`config.mk`:
```
export PLATFORM = sky130hd
export DESIGN_NAME = packet_collector
export DESIGN_NICKNAME = d
export VERILOG_FILES = /design/src/rtl/test_pkg.sv /design/src/rtl/packet_collector_fifo.sv /design/src/rtl/packet_collector.sv
export SDC_FILE = /design/constraint.sdc
export NUM_CORES = 1
export LEC_CHECK = 0
export ABC_AREA = 1
export BUFFER_PORTS_ARGS = -buffer_cell sky130_fd_sc_hd__buf_4
export CAP_MARGIN = 20
export CORE_AREA = 2 2 95 97
export CTS_CLUSTER_SIZE = 30
export DETAILED_ROUTE_END_ITERATION = 6
export DIE_AREA = 0 0 97 99
export PLACE_DENSITY = 0.66
export REMOVE_ABC_BUFFERS = 1
export SLEW_MARGIN = 20
export SYNTH_ARGS = -nofsm -noshare
export SYNTH_HDL_FRONTEND = slang
export SYNTH_SLANG_ARGS = --single-unit
export TNS_END_PERCENT = 100
```
`constraint.sdc`:
```
create_clock -name clk_i -period 4.45 [get_ports clk_i]
set_input_delay 0.445 -clock clk_i [delete_from_list [all_inputs] [get_ports clk_i]]
set_output_delay 0.445 -clock clk_i [all_outputs]
set_load 0.05 [all_outputs]
```
`src/rtl/test_pkg.sv`:
```
// Shared types for the data-processing pipeline: FSM state encoding and the packet
// record handed from the processing stage to the collector.
package test_pkg;

    typedef enum logic [1:0] {
        IDLE    = 2'b00,
        LOAD    = 2'b01,
        PROCESS = 2'b10,
        DONE    = 2'b11
    } state_t;

    typedef struct packed {
        logic       valid;
        logic [7:0] data;
        logic [1:0] mode;
        logic       error;
    } packet_t;

    localparam int PKT_W = $bits(packet_t);

endpackage

```
`src/rtl/packet_collector_fifo.sv`:
```
// pkt_fifo: show-ahead synchronous FIFO with flush. Pointers carry an extra wrap bit
// so full and empty are distinguished without a separate counter.
module pkt_fifo #(
    parameter int WIDTH = 12,
    parameter int DEPTH = 4
) (
    input  logic                     clk_i,
    input  logic                     rst_i,
    input  logic                     flush_i,
    input  logic                     push_i,
    input  logic                     pop_i,
    input  logic [WIDTH-1:0]         wdata_i,
    output logic [WIDTH-1:0]         rdata_o,
    output logic                     full_o,
    output logic                     empty_o,
    output logic [$clog2(DEPTH):0]   level_o
);

    localparam int AW = $clog2(DEPTH);

    logic [AW:0]      wr_ptr_r;
    logic [AW:0]      rd_ptr_r;
    logic [WIDTH-1:0] mem_r [DEPTH];
    logic             full_s;
    logic             empty_s;
    logic             do_push_s;
    logic             do_pop_s;

    assign full_s  = (wr_ptr_r[AW-1:0] == rd_ptr_r[AW-1:0]) && (wr_ptr_r[AW] != rd_ptr_r[AW]);
    assign empty_s = (wr_ptr_r == rd_ptr_r);

    // A push into a full FIFO is legal only when the head leaves on the same edge.
    assign do_pop_s  = pop_i && !flush_i && !empty_s;
    assign do_push_s = push_i && !flush_i && (!full_s || do_pop_s);

    // Read/write pointer update; flush returns both to the origin.
    always_ff @(posedge clk_i or posedge rst_i) begin
        if (rst_i) begin
            wr_ptr_r <= {(AW+1){1'b0}};
            rd_ptr_r <= {(AW+1){1'b0}};
        end else if (flush_i) begin
            wr_ptr_r <= {(AW+1){1'b0}};
            rd_ptr_r <= {(AW+1){1'b0}};
        end else begin
            if (do_push_s) begin
                wr_ptr_r <= wr_ptr_r + {{AW{1'b0}}, 1'b1};
            end
            if (do_pop_s) begin
                rd_ptr_r <= rd_ptr_r + {{AW{1'b0}}, 1'b1};
            end
        end
    end

    // Storage array, cleared on reset so the head reads as zero before any write.
    always_ff @(posedge clk_i or posedge rst_i) begin
        if (rst_i) begin
            for (int i = 0; i < DEPTH; i++) begin
                mem_r[i] <= {WIDTH{1'b0}};
            end
        end else if (do_push_s) begin
            mem_r[wr_ptr_r[AW-1:0]] <= wdata_i;
        end
    end

    assign rdata_o = mem_r[rd_ptr_r[AW-1:0]];
    assign full_o  = full_s;
    assign empty_o = empty_s;
    assign level_o = wr_ptr_r - rd_ptr_r;

endmodule

```
`src/rtl/packet_collector.sv`:
```
// packet_collector: captures one packet per rising edge of the upstream valid, buffers it
// in pkt_fifo and counts overflow drops. Define PKT_STATS_EN to enable the error counter.
module packet_collector
    import test_pkg::*;
#(
    parameter int DEPTH     = 4,
    parameter int CNT_WIDTH = 8
) (
    input  logic                     clk_i,
    input  logic                     rst_i,
    input  logic                     flush_i,
    input  logic                     pkt_valid_i,
    input  packet_t                  pkt_i,
    output logic                     out_valid_o,
    input  logic                     out_ready_i,
    output packet_t                  out_pkt_o,
    output logic                     full_o,
    output logic                     empty_o,
    output logic [$clog2(DEPTH):0]   level_o,
    output logic [CNT_WIDTH-1:0]     drop_cnt_o,
    output logic [CNT_WIDTH-1:0]     err_cnt_o
);

    logic                 live_s;
    logic                 prev_r;
    logic                 cap_s;
    logic                 pop_s;
    logic                 push_s;
    logic                 drop_s;
    logic                 full_s;
    logic                 empty_s;
    logic [PKT_W-1:0]     head_s;
    logic [CNT_WIDTH-1:0] drop_cnt_r;

    assign live_s  = pkt_valid_i & pkt_i.valid;
    assign cap_s   = live_s & ~prev_r;
    assign pop_s   = ~empty_s & out_ready_i;
    assign push_s  = cap_s & ~flush_i & (~full_s | pop_s);
    assign drop_s  = cap_s & ~flush_i & full_s & ~pop_s;

    // Edge detector state; keeps tracking through a flush so a held valid is not re-captured.
    always_ff @(posedge clk_i or posedge rst_i) begin
        if (rst_i) begin
            prev_r <= 1'b0;
        end else begin
            prev_r <= live_s;
        end
    end

    // Saturating overflow counter.
    always_ff @(posedge clk_i or posedge rst_i) begin
        if (rst_i) begin
            drop_cnt_r <= {CNT_WIDTH{1'b0}};
        end else if (drop_s && (drop_cnt_r != {CNT_WIDTH{1'b1}})) begin
            drop_cnt_r <= drop_cnt_r + {{(CNT_WIDTH-1){1'b0}}, 1'b1};
        end
    end

`ifdef PKT_STATS_EN
    logic [CNT_WIDTH-1:0] err_cnt_r;

    // Saturating count of accepted packets flagged with an error.
    always_ff @(posedge clk_i or posedge rst_i) begin
        if (rst_i) begin
            err_cnt_r <= {CNT_WIDTH{1'b0}};
        end else if (push_s && pkt_i.error && (err_cnt_r != {CNT_WIDTH{1'b1}})) begin
            err_cnt_r <= err_cnt_r + {{(CNT_WIDTH-1){1'b0}}, 1'b1};
        end
    end

    assign err_cnt_o = err_cnt_r;
`else
    assign err_cnt_o = {CNT_WIDTH{1'b0}};
`endif

    pkt_fifo #(
        .WIDTH (PKT_W),
        .DEPTH (DEPTH)
    ) u_fifo (
        .clk_i   (clk_i),
        .rst_i   (rst_i),
        .flush_i (flush_i),
        .push_i  (push_s),
        .pop_i   (pop_s),
        .wdata_i (pkt_i),
        .rdata_o (head_s),
        .full_o  (full_s),
        .empty_o (empty_s),
        .level_o (level_o)
    );

    assign out_valid_o = ~empty_s;
    assign out_pkt_o   = packet_t'(head_s);
    assign full_o      = full_s;
    assign empty_o     = empty_s;
    assign drop_cnt_o  = drop_cnt_r;

endmodule

```
# Yosys cells after proc, flatten, opt, wreduce, memory -nomap -nowiden
# Cells that the tools add are included.
dict set report word_totals {
  out_inout_bits 34
  reg_bits 63
  latch_bits 0
  ram_bits 0
  word_cells 57
  rom_bits 0
  memories 0
  in_bits 17
}
dict set report classes {
  bitwise_logic 15
  n_mul 0
  add_sub_neg 4
  shift 0
  order_cmp 3
  eq_ne 4
  muxes 10
  div 0
  n_reduce_logical 13
}
# op n
set op_table {}
lappend op_table {{48-bit bitwise mux} 1}
lappend op_table {{12-bit 2-to-1 mux} 3}
lappend op_table {{12-bit binary-select mux with 2-bit select} 1}
lappend op_table {{12-bit demux with 2-bit select} 1}
lappend op_table {{3-bit 2-to-1 mux} 4}
lappend op_table {{8-bit by 1-bit adder with 8-bit output, second input constant} 1}
lappend op_table {{8-bit != test, second input constant} 1}
lappend op_table {{1-bit AND} 7}
lappend op_table {{1-bit logical AND} 7}
lappend op_table {{3-bit by 1-bit adder with 3-bit output, second input constant} 2}
lappend op_table {{3-bit >= comparator, second input constant} 2}
lappend op_table {{2-bit inverter with 3-bit output} 2}
lappend op_table {{1-bit inverter} 5}
lappend op_table {{2-bit nonzero test} 2}
lappend op_table {{3-bit equality test} 1}
lappend op_table {{1-bit zero test} 3}
lappend op_table {{3-bit by 1-bit less-than comparator with 1-bit output, second input constant} 1}
lappend op_table {{3-bit subtractor} 1}
lappend op_table {{2-bit equality test} 1}
lappend op_table {{1-bit logical OR} 1}
lappend op_table {{1-bit != test} 1}
lappend op_table {{1-bit bitwise OR} 1}

# Longest topological paths before layout
dict set report logic_depth {
  depth_word 9
  ltp_mapped 11
  ltp_nobuf 9
}

# Hierarchy
# Synthesis repeated with hierarchy kept, for this count alone.
dict set report unflattened {
  hier_cells 447
  area_unflattened_um2 3537.1
}
# mod area_per_inst_um2 seq_area_each_um2 n_inst cells_per_inst
set by_module_without_submodules {}
lappend by_module_without_submodules {pkt_fifo 2862.7 1351.3 1 342}
lappend by_module_without_submodules {packet_collector 674.4 225.2 1 105}

# Worst setup path before layout
# Ideal clock, no wire load.
dict set report synth_path {
  path_type {flip-flop to output port}
  start {register u_fifo.rd_ptr_r[1]}
  end {output empty_o}
  arrival_ns 1.907
  slack_ns 2.098
  required_time_ns 4.005
  n_path_buf 1
  path_stages_with_launch 8
  cell_sequence {dfrtp_1 > inv_1 > clkbuf_1 > ha_1 > nand2_1 > inv_1 > nand2_1 > inv_1}
}
dict set report synth_between {
  elab_chain_len 1
}
# item line
set synth_lines {}
lappend synth_lines {{start, declared} packet_collector_fifo.sv:22} ;# logic [AW:0] rd_ptr_r;
lappend synth_lines {{start signal, assigned} packet_collector_fifo.sv:40} ;# rd_ptr_r <= {(AW+1){1'b0}};
lappend synth_lines {{start signal, assigned} packet_collector_fifo.sv:43} ;# rd_ptr_r <= {(AW+1){1'b0}};
lappend synth_lines {{start signal, assigned} packet_collector_fifo.sv:49} ;# rd_ptr_r <= rd_ptr_r + {{AW{1'b0}}, 1'b1};
lappend synth_lines {{3-bit equality test} packet_collector_fifo.sv:30} ;# assign empty_s = (wr_ptr_r == rd_ptr_r);
lappend synth_lines {{end, declared} packet_collector.sv:18} ;# output logic empty_o,
# No other way between the ends.

# Final worst setup path
dict set report layout_path {
  start {register u_fifo.rd_ptr_r[1]}
  end {register u_fifo.wr_ptr_r[2]}
}
dict set report layout_between {
  elab_chain_len 8
  elab_cells_between_ends 16
  cone_classes {2 x eq/ne; 5 x bitwise; 9 x reduce/logical}
}
# item line
set layout_lines {}
lappend layout_lines {{3-bit equality test / 2-bit equality test (equally long branches)} {packet_collector_fifo.sv:30, packet_collector_fifo.sv:29}}
lappend layout_lines {{1-bit inverter / 1-bit logical AND (equally long branches)} {packet_collector.sv:37, packet_collector_fifo.sv:29}}
lappend layout_lines {{1-bit AND / 1-bit inverter (equally long branches)} {packet_collector.sv:37, packet_collector.sv:38}}
lappend layout_lines {{1-bit bitwise OR / 1-bit logical AND (equally long branches)} {packet_collector.sv:38, packet_collector_fifo.sv:33}}
lappend layout_lines {{1-bit AND / 1-bit logical AND (equally long branches)} {packet_collector.sv:38, packet_collector_fifo.sv:33}}
lappend layout_lines {{1-bit logical AND / 1-bit logical OR (equally long branches)} packet_collector_fifo.sv:34} ;# assign do_push_s = push_i && !flush_i && (!full_s || do_pop_s);
lappend layout_lines {{1-bit logical AND (*)} packet_collector_fifo.sv:34}
lappend layout_lines {{2-bit nonzero test (no source line) (*)} -}
lappend layout_lines {{end signal, assigned} packet_collector_fifo.sv:39} ;# wr_ptr_r <= {(AW+1){1'b0}};
lappend layout_lines {{end signal, assigned} packet_collector_fifo.sv:42} ;# wr_ptr_r <= {(AW+1){1'b0}};
lappend layout_lines {{end signal, assigned} packet_collector_fifo.sv:46} ;# wr_ptr_r <= wr_ptr_r + {{AW{1'b0}}, 1'b1};
lappend layout_lines {{end, declared} packet_collector_fifo.sv:21} ;# logic [AW:0] wr_ptr_r;
# Every way passes the cells marked *; elsewhere a longest branch is shown, timed or not.
# A chain may end at the register's enable or synchronous reset.

==> flow_summary_export.csv <==
group,metric,value,unit
clocking,cts.htree.levels,3,
synthesis,netlist_top_cells_area,"dfrtp_1, nand2_1, nand4_1",
job,max-cap-violations,0,
critical_path,cpPeakStageDelay,0.69,ns
power_and_ir_drop,leakagePower,2.06,nW
routing,dr.pass1.iters,4,
power_and_ir_drop,finalPower,1.73,mW
clocking,cts-resized-gates,0,
power_and_ir_drop,power_switching,703,uW
synthesis,synth-edff-count,0,
global_route,grt-ovfl-total,0,
timing,final_max_slew_viol_count,0,
min_path,holdPathStages,2,
synthesis,yosys_warnings,0,
critical_path,crit_family,"simple AND/OR/NAND/NOR gates",
placement,placedCellCount,552,
layout,diodes,0,
floorplan,die_x,97,microns
global_route,antenna_found_initial,0,
critical_path,path_buf_inv,2,
synthesis,synth_cell_type_count,26,
synthesis,synth_top_area_cell,"dfrtp_1",
global_route,grtUsageTotal,18.6,%
min_path,worstHoldPathType,"input pin to flip-flop",
synthesis,synth.most_common_cell,"nand2_1",
critical_path,worstSetupStartpointType,"flip-flop",
layout,syn2layout_area_growth,13.3,%
critical_path,crit_path_end_kind,"flip-flop",
routing,drc,0,
layout,multi_input_comb_area,0.00152,sq mm
routing,antenna_left,0,
placement,portBuffers,42,
timing,fin_ws,1.33,ns
critical_path,cp.depth,8,
timing,worstMarginPinSlew,0.805,ns
placement,place_ws,1.41,ns
layout,finalNonFillerCells,566,
critical_path,cpMostUsedCell,"nand2_1",
power_and_ir_drop,swShare,40.5,%
synthesis,syn-cell-area,0.00338,sq mm
layout,regArea,0.00158,sq mm
floorplan,ios,51,
power_and_ir_drop,clockPowerShare,25.4,%
critical_path,cp.arrival,3.35,ns
power_and_ir_drop,peakVddDrop,299,uV
clocking,root_buffer,"clkbuf_8",
power_and_ir_drop,p_int,1.03,mW
layout,fillers,835,
synthesis,syn_inst,425,
routing,drtIter0Drc,248,
critical_path,r2r_cells,8,
placement,globalplace.congestion,0.804,
timing,fin_crit_sh,70.0,%
clocking,post_cts_buffers,0,
critical_path,required,4.68,ns
placement,dpl.hpwl,5380,microns
synthesis,synth_top_cells_by_count,"nand2_1, dfrtp_1, nand4_1, nor2_1, o21ai_0",
critical_path,crit_slowest_cell,"dfrtp_1",
timing,finalClockSkew,0.00535,ns
layout,utilization,44.8,%
timing,fmax,321,MHz
clocking,numCtsBuffers,9,
clocking,cts_sinks,63,
routing,routed_via_density,5.27,
synthesis,seq_area_frac_synth,46.6,%
synthesis,async_flop_share,100,%
floorplan,dieArea,0.00960,sq mm
power_and_ir_drop,p_seq_share,38.9,%
floorplan,start_util,39.6,%
run_status,outcome,"complete, no violations",
timing,setup_viol,0,
clocking,postCtsHoldBufs,0,
global_route,grt_pass1_vias,2829,
timing,rsz0062_at_grt,"no",
routing,num_vias,2984,
floorplan,rows,34,
timing,relSlewSlack,46.3,%
synthesis,ys_seq_elements,63,
global_route,grt_max_degree,64,
floorplan,die_h,99,microns
power_and_ir_drop,power_density,452,mW/mm^2
synthesis,synth_ff_type,"dfrtp_1",
synthesis,synth_top_cell_area_share,46.6,%
clocking,path_clk_slew,0.06,ns
floorplan,core_area,0.00855,sq mm
clocking,clock_latency,0.35,ns
critical_path,worstSetupPathType,"flip-flop to flip-flop",
critical_path,crit_fanout,52,
timing,timing.setup.tns,0,ns
layout,nets,481,
critical_path,crit_chain,"inv_1 > ha_1 > nand2_1 > inv_1 > nand3_4 > nand3_1 > nand2_1 > nand2_1",
synthesis,syn_avg_cell_area,7.96,sq um
timing,fin_crit,3.12,ns
clocking,tritoncts,"yes",
layout,drive_gt1_share,14.6,%
power_and_ir_drop,power_frac_comb,35.7,%
routing,wl,8500,microns
global_route,grt_pass1_wl,14300,microns
timing,finalHoldViolCount,0,
clocking,cts_buffer_depth,2,
routing,wl_per_cell,15.0,microns
-- metrics by stage --
stage | cell area (sq um) | hold slack, ns
final | 3830 | 0.271
after global routing | 3830 | 0.261
after CTS | 3830 | 0.267
after detailed placement | 3670 | 0.446
after global placement | 3670 | 0.437
after floorplan | 3200 | 0.419
-- layout make-up --
cell class              count  share of cell area (%)
clock buffers              13                    4.14
clock inverters             1                   0.131
inverters                  26                    2.55
multi-input cells         310                    39.7
flip-flops and latches     63                    41.1
well taps                 108                    3.52
repair buffers             45                    8.81
-- final timing paths --
check,start,slack [ns],end
worst max-delay path,u_fifo.rd_ptr_r[1]$_DFFE_PP0P_,1.33,u_fifo.wr_ptr_r[2]$_DFFE_PP0P_
worst min-delay path,flush_i,0.27,u_fifo.rd_ptr_r[1]$_DFFE_PP0P_
worst max register to register,u_fifo.rd_ptr_r[1]$_DFFE_PP0P_,1.33,u_fifo.wr_ptr_r[2]$_DFFE_PP0P_
worst min register to register,u_fifo.mem_r[35]$_DFFE_PP0P_,0.45,u_fifo.mem_r[35]$_DFFE_PP0P_
max in group asynchronous,rst_i,3.60,u_fifo.mem_r[9]$_DFFE_PP0P_
min in group asynchronous,rst_i,0.33,prev_r$_DFF_PP0_
-- logic make-up after synthesis --
| family | count (synthesis) | share of synthesized area (%) |
|---|---|---|
| other | 1 | 0.111 |
| AOI/OAI and AO/OA | 40 | 6.32 |
| buffers and inverters | 59 | 9.21 |
| adders and majority gates | 9 | 3.55 |
| and+or+nand+nor | 248 | 32.9 |
| DFF | 63 | 46.6 |
| xor gates and xnor gates | 5 | 1.29 |
-- per-layer routing --
metal  up-vias  wire length [microns]  track usage, %
met5         -                      0               0
li1       1443                      -               -
met4         0                     73            4.88
met1      1445                   3990            26.1
met3         7                    512            5.39
met2        89                   3930            28.4
-- state kept, by name (all words and copies together), names as in the netlist --
register         count
u_fifo.wr_ptr_r      3
drop_cnt_o           8
prev_r               1
u_fifo.rd_ptr_r      3
u_fifo.mem_r        48
-- layout by cell type, fill, tap and decap left out, drive strengths merged --
master | Yosys | layout
nor2 | 33 | 33
o21ai | 25 | 25
ha | 8 | 8
nand3b | 1 | 1
inv | 26 | 26
nand4 | 46 | 46
clkinv | 0 | 1
a21oi | 4 | 4
fa | 1 | 1
nand2 | 147 | 147
conb | 1 | 8
o22ai | 11 | 11
clkbuf | 7 | 13
xor2 | 5 | 5
dfrtp | 63 | 63
nand3 | 21 | 21
buf | 26 | 45
-- power groups by stage --
stage	sequential (mW)	clock [mW]	combinational, mW
after floorplan	0.685	0	0.425
after global placement	0.682	0	0.616
after detailed placement	0.684	0	0.623
after CTS	0.674	0.447	0.624
after global routing	0.681	0.477	0.668
final	0.675	0.440	0.619
Note: power is estimated with default switching activity, not from simulation.
